## src/rtl/psum_op_dispatcher.sv

```systemverilog
// psum_op_dispatcher: queues sequence-pair commands, issues them to the psum manager and tracks them until op_done.
// Optional macro PSUM_DISPATCH_LATENCY_EN adds per-entry latency counters and the done_latency output.
module psum_op_dispatcher #(
  parameter int ADDR_WIDTH      = 8,
  parameter int OP_ID_WIDTH     = 8,
  parameter int QUEUE_DEPTH     = 4,
  parameter int MAX_OUTSTANDING = 4,
  parameter int ASSIGN_TIMEOUT  = 16
) (
  input  logic                              clk,
  input  logic                              reset,
  input  logic                              cmd_valid,
  output logic                              cmd_ready,
  input  logic [ADDR_WIDTH-1:0]             cmd_seq1,
  input  logic [15:0]                       cmd_seq2,
  output logic                              new_op_request,
  output logic [ADDR_WIDTH-1:0]             seq1,
  output logic [15:0]                       seq2,
  output logic [OP_ID_WIDTH-1:0]            operation_id,
  input  logic                              assign_valid,
  input  logic [2:0]                        selected_bank,
  input  logic                              stall,
  input  logic                              op_done,
  input  logic [OP_ID_WIDTH-1:0]            op_done_id,
  output logic                              done_valid,
  output logic [OP_ID_WIDTH-1:0]            done_id,
  output logic [2:0]                        done_bank,
`ifdef PSUM_DISPATCH_LATENCY_EN
  output logic [15:0]                       done_latency,
`endif
  output logic [$clog2(MAX_OUTSTANDING):0]  outstanding,
  output logic                              busy,
  output logic                              err_unknown_id,
  output logic                              err_timeout
);

  localparam int QW = $clog2(QUEUE_DEPTH);
  localparam int TW = $clog2(ASSIGN_TIMEOUT + 1);
  localparam int OW = $clog2(MAX_OUTSTANDING) + 1;
  localparam int IW = (MAX_OUTSTANDING > 1) ? $clog2(MAX_OUTSTANDING) : 1;

  typedef enum logic [1:0] {IDLE, ISSUE, WAIT_ASSIGN, BACKOFF} state_t;

  logic [ADDR_WIDTH-1:0]  q_seq1 [QUEUE_DEPTH];
  logic [15:0]            q_seq2 [QUEUE_DEPTH];
  logic [QW-1:0]          wr_ptr, rd_ptr;
  logic [QW:0]            q_count;
  logic                   push, pop;

  state_t                 state, state_next;
  logic [TW-1:0]          timer;
  logic [OP_ID_WIDTH-1:0] next_id;
  logic                   assign_fire, timeout_hit, table_wr;

  logic [MAX_OUTSTANDING-1:0] t_valid;
  logic [OP_ID_WIDTH-1:0]     t_id   [MAX_OUTSTANDING];
  logic [2:0]                 t_bank [MAX_OUTSTANDING];
  logic                       free_found, hit;
  logic [IW-1:0]              free_idx, hit_idx;

  assign cmd_ready      = (q_count != (QW+1)'(QUEUE_DEPTH));
  assign push           = cmd_valid && cmd_ready;
  assign pop            = assign_fire;
  assign new_op_request = (state == ISSUE);
  assign seq1           = (state != IDLE) ? q_seq1[rd_ptr] : '0;
  assign seq2           = (state != IDLE) ? q_seq2[rd_ptr] : '0;
  assign operation_id   = (state != IDLE) ? next_id : '0;
  assign busy           = (q_count != '0) || (state != IDLE) || (outstanding != '0);
  assign table_wr       = assign_fire && free_found;

  always_ff @(posedge clk) begin
    if (push) begin
      q_seq1[wr_ptr] <= cmd_seq1;
      q_seq2[wr_ptr] <= cmd_seq2;
    end
  end

  always_ff @(posedge clk or posedge reset) begin
    if (reset) begin
      wr_ptr  <= '0;
      rd_ptr  <= '0;
      q_count <= '0;
    end else begin
      if (push) wr_ptr <= wr_ptr + QW'(1);
      if (pop)  rd_ptr <= rd_ptr + QW'(1);
      case ({push, pop})
        2'b10:   q_count <= q_count + (QW+1)'(1);
        2'b01:   q_count <= q_count - (QW+1)'(1);
        default: q_count <= q_count;
      endcase
    end
  end

  always_comb begin
    state_next  = state;
    assign_fire = 1'b0;
    timeout_hit = 1'b0;
    case (state)
      IDLE:
        if ((q_count != '0) && (outstanding < OW'(MAX_OUTSTANDING)) && !stall)
          state_next = ISSUE;
      ISSUE:
        if (assign_valid) begin
          assign_fire = 1'b1;
          state_next  = IDLE;
        end else begin
          state_next  = WAIT_ASSIGN;
        end
      WAIT_ASSIGN:
        if (assign_valid) begin
          assign_fire = 1'b1;
          state_next  = IDLE;
        end else if (stall) begin
          state_next  = BACKOFF;
        end else if (timer == TW'(ASSIGN_TIMEOUT)) begin
          timeout_hit = 1'b1;
          state_next  = BACKOFF;
        end
      BACKOFF:
        if (!stall) state_next = ISSUE;
      default:
        state_next = IDLE;
    endcase
  end

  always_ff @(posedge clk or posedge reset) begin
    if (reset) begin
      state       <= IDLE;
      timer       <= '0;
      next_id     <= OP_ID_WIDTH'(1);
      err_timeout <= 1'b0;
    end else begin
      state <= state_next;
      if (state == ISSUE)            timer <= TW'(1);
      else if (state == WAIT_ASSIGN) timer <= timer + TW'(1);
      // ID 0 is reserved, so the counter wraps from all-ones back to 1.
      if (assign_fire)
        next_id <= (next_id == '1) ? OP_ID_WIDTH'(1) : next_id + OP_ID_WIDTH'(1);
      if (timeout_hit) err_timeout <= 1'b1;
    end
  end

  // Free-slot search uses the pre-retire valid bits, so a slot freed this cycle is reused no earlier than next cycle.
  always_comb begin
    free_found = 1'b0;
    free_idx   = '0;
    hit        = 1'b0;
    hit_idx    = '0;
    for (int i = 0; i < MAX_OUTSTANDING; i++) begin
      if (!t_valid[i] && !free_found) begin
        free_found = 1'b1;
        free_idx   = IW'(i);
      end
      if (op_done && t_valid[i] && (t_id[i] == op_done_id) && !hit) begin
        hit     = 1'b1;
        hit_idx = IW'(i);
      end
    end
  end

  always_ff @(posedge clk or posedge reset) begin
    if (reset) begin
      t_valid        <= '0;
      outstanding    <= '0;
      done_valid     <= 1'b0;
      done_id        <= '0;
      done_bank      <= '0;
      err_unknown_id <= 1'b0;
      for (int i = 0; i < MAX_OUTSTANDING; i++) begin
        t_id[i]   <= '0;
        t_bank[i] <= '0;
      end
    end else begin
      if (table_wr) begin
        t_valid[free_idx] <= 1'b1;
        t_id[free_idx]    <= next_id;
        t_bank[free_idx]  <= selected_bank;
      end
      if (hit) begin
        t_valid[hit_idx] <= 1'b0;
        done_id          <= op_done_id;
        done_bank        <= t_bank[hit_idx];
      end
      done_valid <= hit;
      if (op_done && !hit) err_unknown_id <= 1'b1;
      case ({table_wr, hit})
        2'b10:   outstanding <= outstanding + OW'(1);
        2'b01:   outstanding <= outstanding - OW'(1);
        default: outstanding <= outstanding;
      endcase
    end
  end

`ifdef PSUM_DISPATCH_LATENCY_EN
  logic [15:0] t_lat [MAX_OUTSTANDING];

  always_ff @(posedge clk or posedge reset) begin
    if (reset) begin
      done_latency <= '0;
      for (int i = 0; i < MAX_OUTSTANDING; i++) t_lat[i] <= '0;
    end else begin
      for (int i = 0; i < MAX_OUTSTANDING; i++) begin
        if (table_wr && (free_idx == IW'(i)))
          t_lat[i] <= 16'd1;
        else if (t_valid[i] && (t_lat[i] != 16'hFFFF))
          t_lat[i] <= t_lat[i] + 16'd1;
      end
      if (hit) done_latency <= t_lat[hit_idx];
    end
  end
`endif

endmodule

```

## config.mk

```make
export PLATFORM = sky130hd
export DESIGN_NAME = psum_op_dispatcher
export DESIGN_NICKNAME = d
export VERILOG_FILES = /design/src/rtl/psum_op_dispatcher.sv
export SDC_FILE = /design/constraint.sdc
export NUM_CORES = 1
export LEC_CHECK = 0
export ABC_AREA = 1
export BUFFER_PORTS_ARGS = -buffer_cell sky130_fd_sc_hd__buf_2
export CORE_MARGIN = 8
export CORE_UTILIZATION = 30
export DETAILED_ROUTE_END_ITERATION = 16
export GPL_ROUTABILITY_DRIVEN = 0
export GPL_TIMING_DRIVEN = 0
export PLACE_DENSITY_LB_ADDON = 0.25
export RECOVER_POWER = 25
export REMOVE_ABC_BUFFERS = 1
export SLEW_MARGIN = 20
export SYNTH_ARGS = -nofsm -noshare
export SYNTH_HDL_FRONTEND = slang
export SYNTH_SLANG_ARGS = --single-unit
```

## constraint.sdc

```tcl
create_clock -name clk -period 5.6 [get_ports clk]
set_clock_uncertainty 0.2 [all_clocks]
set_input_delay 0.28 -clock clk [delete_from_list [all_inputs] [get_ports clk]]
set_output_delay 0.28 -clock clk [all_outputs]
set_load 0.05 [all_outputs]
```

==> key figures <==
Timing
  • Pins over their slew limit: 0
  • Setup violations, final: 0
  • Post-route setup slack: 2.423 ns
  • Slew headroom: 0.02890
  • Min Clock Period, post-route: 3.177 ns
  • Hold Vio Cnt, Final: 0
  • Peak Freq: between 0.3 and 0.4 GHz
  • RSZ-0062 raised after global routing: false
  • Worst Tran Pin Value: 1.449 ns
  • WHS: 0.03560 ns
  • Fin Setup TNS: 0 ns
  • Final worst-path cycle share: 0.5674

Detailed routing
  • 1st-iter DRT viols: 397
  • Drc violations: 0
  • Routed WL per cell: 14.87 um
  • First drt pass iteration count: 4
  • Final ANT Viol Nets: 0
  • Routed WL: 21410 um
  • Routed vias: 6374
  • Vias per cell: 4.426

Setup path
  • CP endpoint kind: output pin
  • Crit start category: flop
  • WS Path Type: reg -> out
  • R2r setup slk: 2.58 ns
  • R2R cell count: 6
  • Required time of the critical path: between 5 and 6 ns
  • Critical R2R Launch: state[1]
  • Crit path DAT: 2.70 ns
  • Capturing point of the worst reg2reg path: t_bank[5]
  • Worst-path fanout max: 24
  • Worst Setup SP: rd_ptr[1]

GRT
  • Total GRT Usage: 0.1291
  • Largest net degree at the start of global routing: 61
  • First-pass GRT wire length: 34120 um
  • Initial antenna violation count: 0
  • Gr ovfl total: 0
  • Number of global-route vias before repair: 6424

Synthesis
  • EDFF count, synth: 96
  • Mean Syn Cell Area: 9.281 sq um
  • Asr flop ratio synth: 0.4754
  • Ys flop type: edfxtp_1
  • Synth Cell Area: 8548 sq um
  • Post-synthesis cell count: 921
  • #FFs+latches synth: 183
  • Post-synthesis cell type count: 45
  • Sequential share of the synthesized area: 0.5921
  • Ys Warns: 0

Finish
  • Area Growth Syn to Fin: 22.64%
  • Commonest non-fill, non-tap cell in the layout: nand2_1
  • Ant diodes: 0
  • Final Net Count: 1100
  • Cell area after layout: 10480 sq um
  • Commonest non-fill, non-tap cells in the layout: nand2_1 (185), nor2_1 (153), o21ai_0 (109)
  • Fin cells: approximately 1400
  • Final core utilization: 0.3692
  • Layout cell share with drive strength beyond 1: 0.1430

Clock tree
  • Setup Buffers After CTS: 0
  • CTS tree: yes
  • Root Buffer: clkbuf_16
  • Clock H-tree levels: 4
  • Worst-path clk slew: 0.08 ns
  • Clock Sinks: about 180
  • CTS buffer count: 17
  • Longest Clk Path Bufs: 2
  • Worst skew pair latency: between 0.4 and 0.5 ns

Power
  • Leakage: about 4.5 nW
  • Combinational share of power: 0.456
  • Sw Pwr: 2.785 mW
  • Cell-internal power: 3.168 mW
  • Net Sw Frac: 0.4679
  • Cell Pwr Density: 567.9 nW/um^2
  • Sequential share of power: 0.346
  • Maximum vdd drop: between 300 and 400 uV
  • Tot Pwr: between 5 and 6 mW
  • Clock Power Share: 0.198

Floorplan
  • Die Footprint: between 30000 and 40000 sq um
  • Site Rows: 62
  • # IOs: 93
  • Core box area: around 28000 sq um
  • Die width: 184.8 um
  • Die Y: ~180 um
  • Initial core utilization: 0.3011

Outcome
  • Outcome: finished clean

Min path
  • WHS Path Cells: 3
  • Worst Hold End: done_id[3]
  • Hold Crit Start: op_done_id[3]
  • Hold WC Path Type: in -> reg

Job
  • Max cap viols: 0

Placed design
  • Hpwl dp: about 15000 um
  • Placed cells: 1374
  • Number of port buffers: 92
  • Setup WS pre-CTS: about 2.5 ns
  • Placed inst area: around 9600 sq um
[worst max-delay path by stage]
stage / slack (ns) / to
2_1_floorplan: 2.61 / seq1[0]
3_3_place_gp: 1.44 / seq2[2]
3_5_place_dp: 2.52 / t_bank[5]
4_1_cts: 2.32 / seq2[2]
5_1_grt: 2.19 / seq2[2]
6_report: 2.42 / seq2[2]
[power groups by stage]
stage / Clock [mW] / Combinational (mW) / Sequential (mW)
final: 1.18 / 2.71 / 2.06
after global routing: 1.26 / 3.01 / 2.11
after CTS: 1.22 / 2.77 / 2.07
after detailed placement: 0 / 2.75 / 2.09
after global placement: 0 / 2.54 / 2.15
after floorplan: 0 / 1.76 / 2.19
[routing by layer]
layer / wire length, um / global-route usage / part of all wire
met2: 10910 / 0.2311 / 0.51
met1: 9521 / 0.1548 / 0.44
met3: 737 / 0.02511 / 0.034
met4: 236 / 0.03809 / 0.011
met5: 0 / 0 / 0
[cell usage after synthesis (4+ instances only)]
| library cell | n | area share |
|---|---|---|
| o21ai_0 | 109 | 0.064 |
| o21ai_2 | 8 | 0.0082 |
| edfxtp_1 | 96 | 0.34 |
| nand3_1 | 30 | 0.018 |
| dfrtp_1 | 86 | 0.25 |
| nand2_1 | 185 | 0.081 |
| nand2_2 | 5 | 0.0037 |
| nor3b_1 | 4 | 0.0035 |
| nand4_1 | 13 | 0.0095 |
| nor3_1 | 9 | 0.0053 |
| xnor2_1 | 11 | 0.011 |
| clkbuf_1 | 23 | 0.010 |
| inv_1 | 84 | 0.037 |
| nor2_1 | 157 | 0.069 |
| inv_2 | 7 | 0.0031 |
| xor2_1 | 9 | 0.0092 |
| a21oi_1 | 35 | 0.020 |
| buf_2 | 4 | 0.0023 |
| ha_1 | 13 | 0.019 |
[state kept, by name, indices dropped and copies added (netlist names), 3 cells and up]
| signal | count |
|---|---|
| q_seq2 | 64 |
| t_valid | 4 |
| timer | 5 |
| q_seq1 | 32 |
| done_id | 8 |
| t_id | 32 |
| outstanding | 3 |
| t_bank | 12 |
| next_id | 8 |
| q_count | 3 |
| done_bank | 3 |
[critical path: stages (launching register included)]
cell	delay (ns)
dfrtp_1	0.73
buf_16	0.22
inv_1	0.41
nor2_1	0.20
o21ai_0	0.11
a21oi_1	0.28
buf_2	0.32
[cells by family after synthesis]
group	Yosys count	synth area share
buffers and inverters	125	0.05943
AND/OR/NAND/NOR	416	0.2027
XOR/XNOR	20	0.02049
AO/OA/AOI/OAI	162	0.1016
adder cells (fa/ha/maj)	15	0.02371
flip-flops	183	0.5921
[final cells by class]
type                            count  area, sq um
Clock buffer                       17        425.4
Tap cell                          384        480.5
Fill cell                        2919        17910
Clock inverter                     14        150.1
Timing Repair Buffer              135        989.7
Multi-Input combinational cell    613         3012
Sequential cell                   183         5062
Inverter                           94        364.1
[what timing repair did]
action,in CTS,in global routing
hold buffers,35,0
hold endpoints to repair,201,0
resized for setup,0,0
Note: power is estimated with default switching activity, not from simulation.
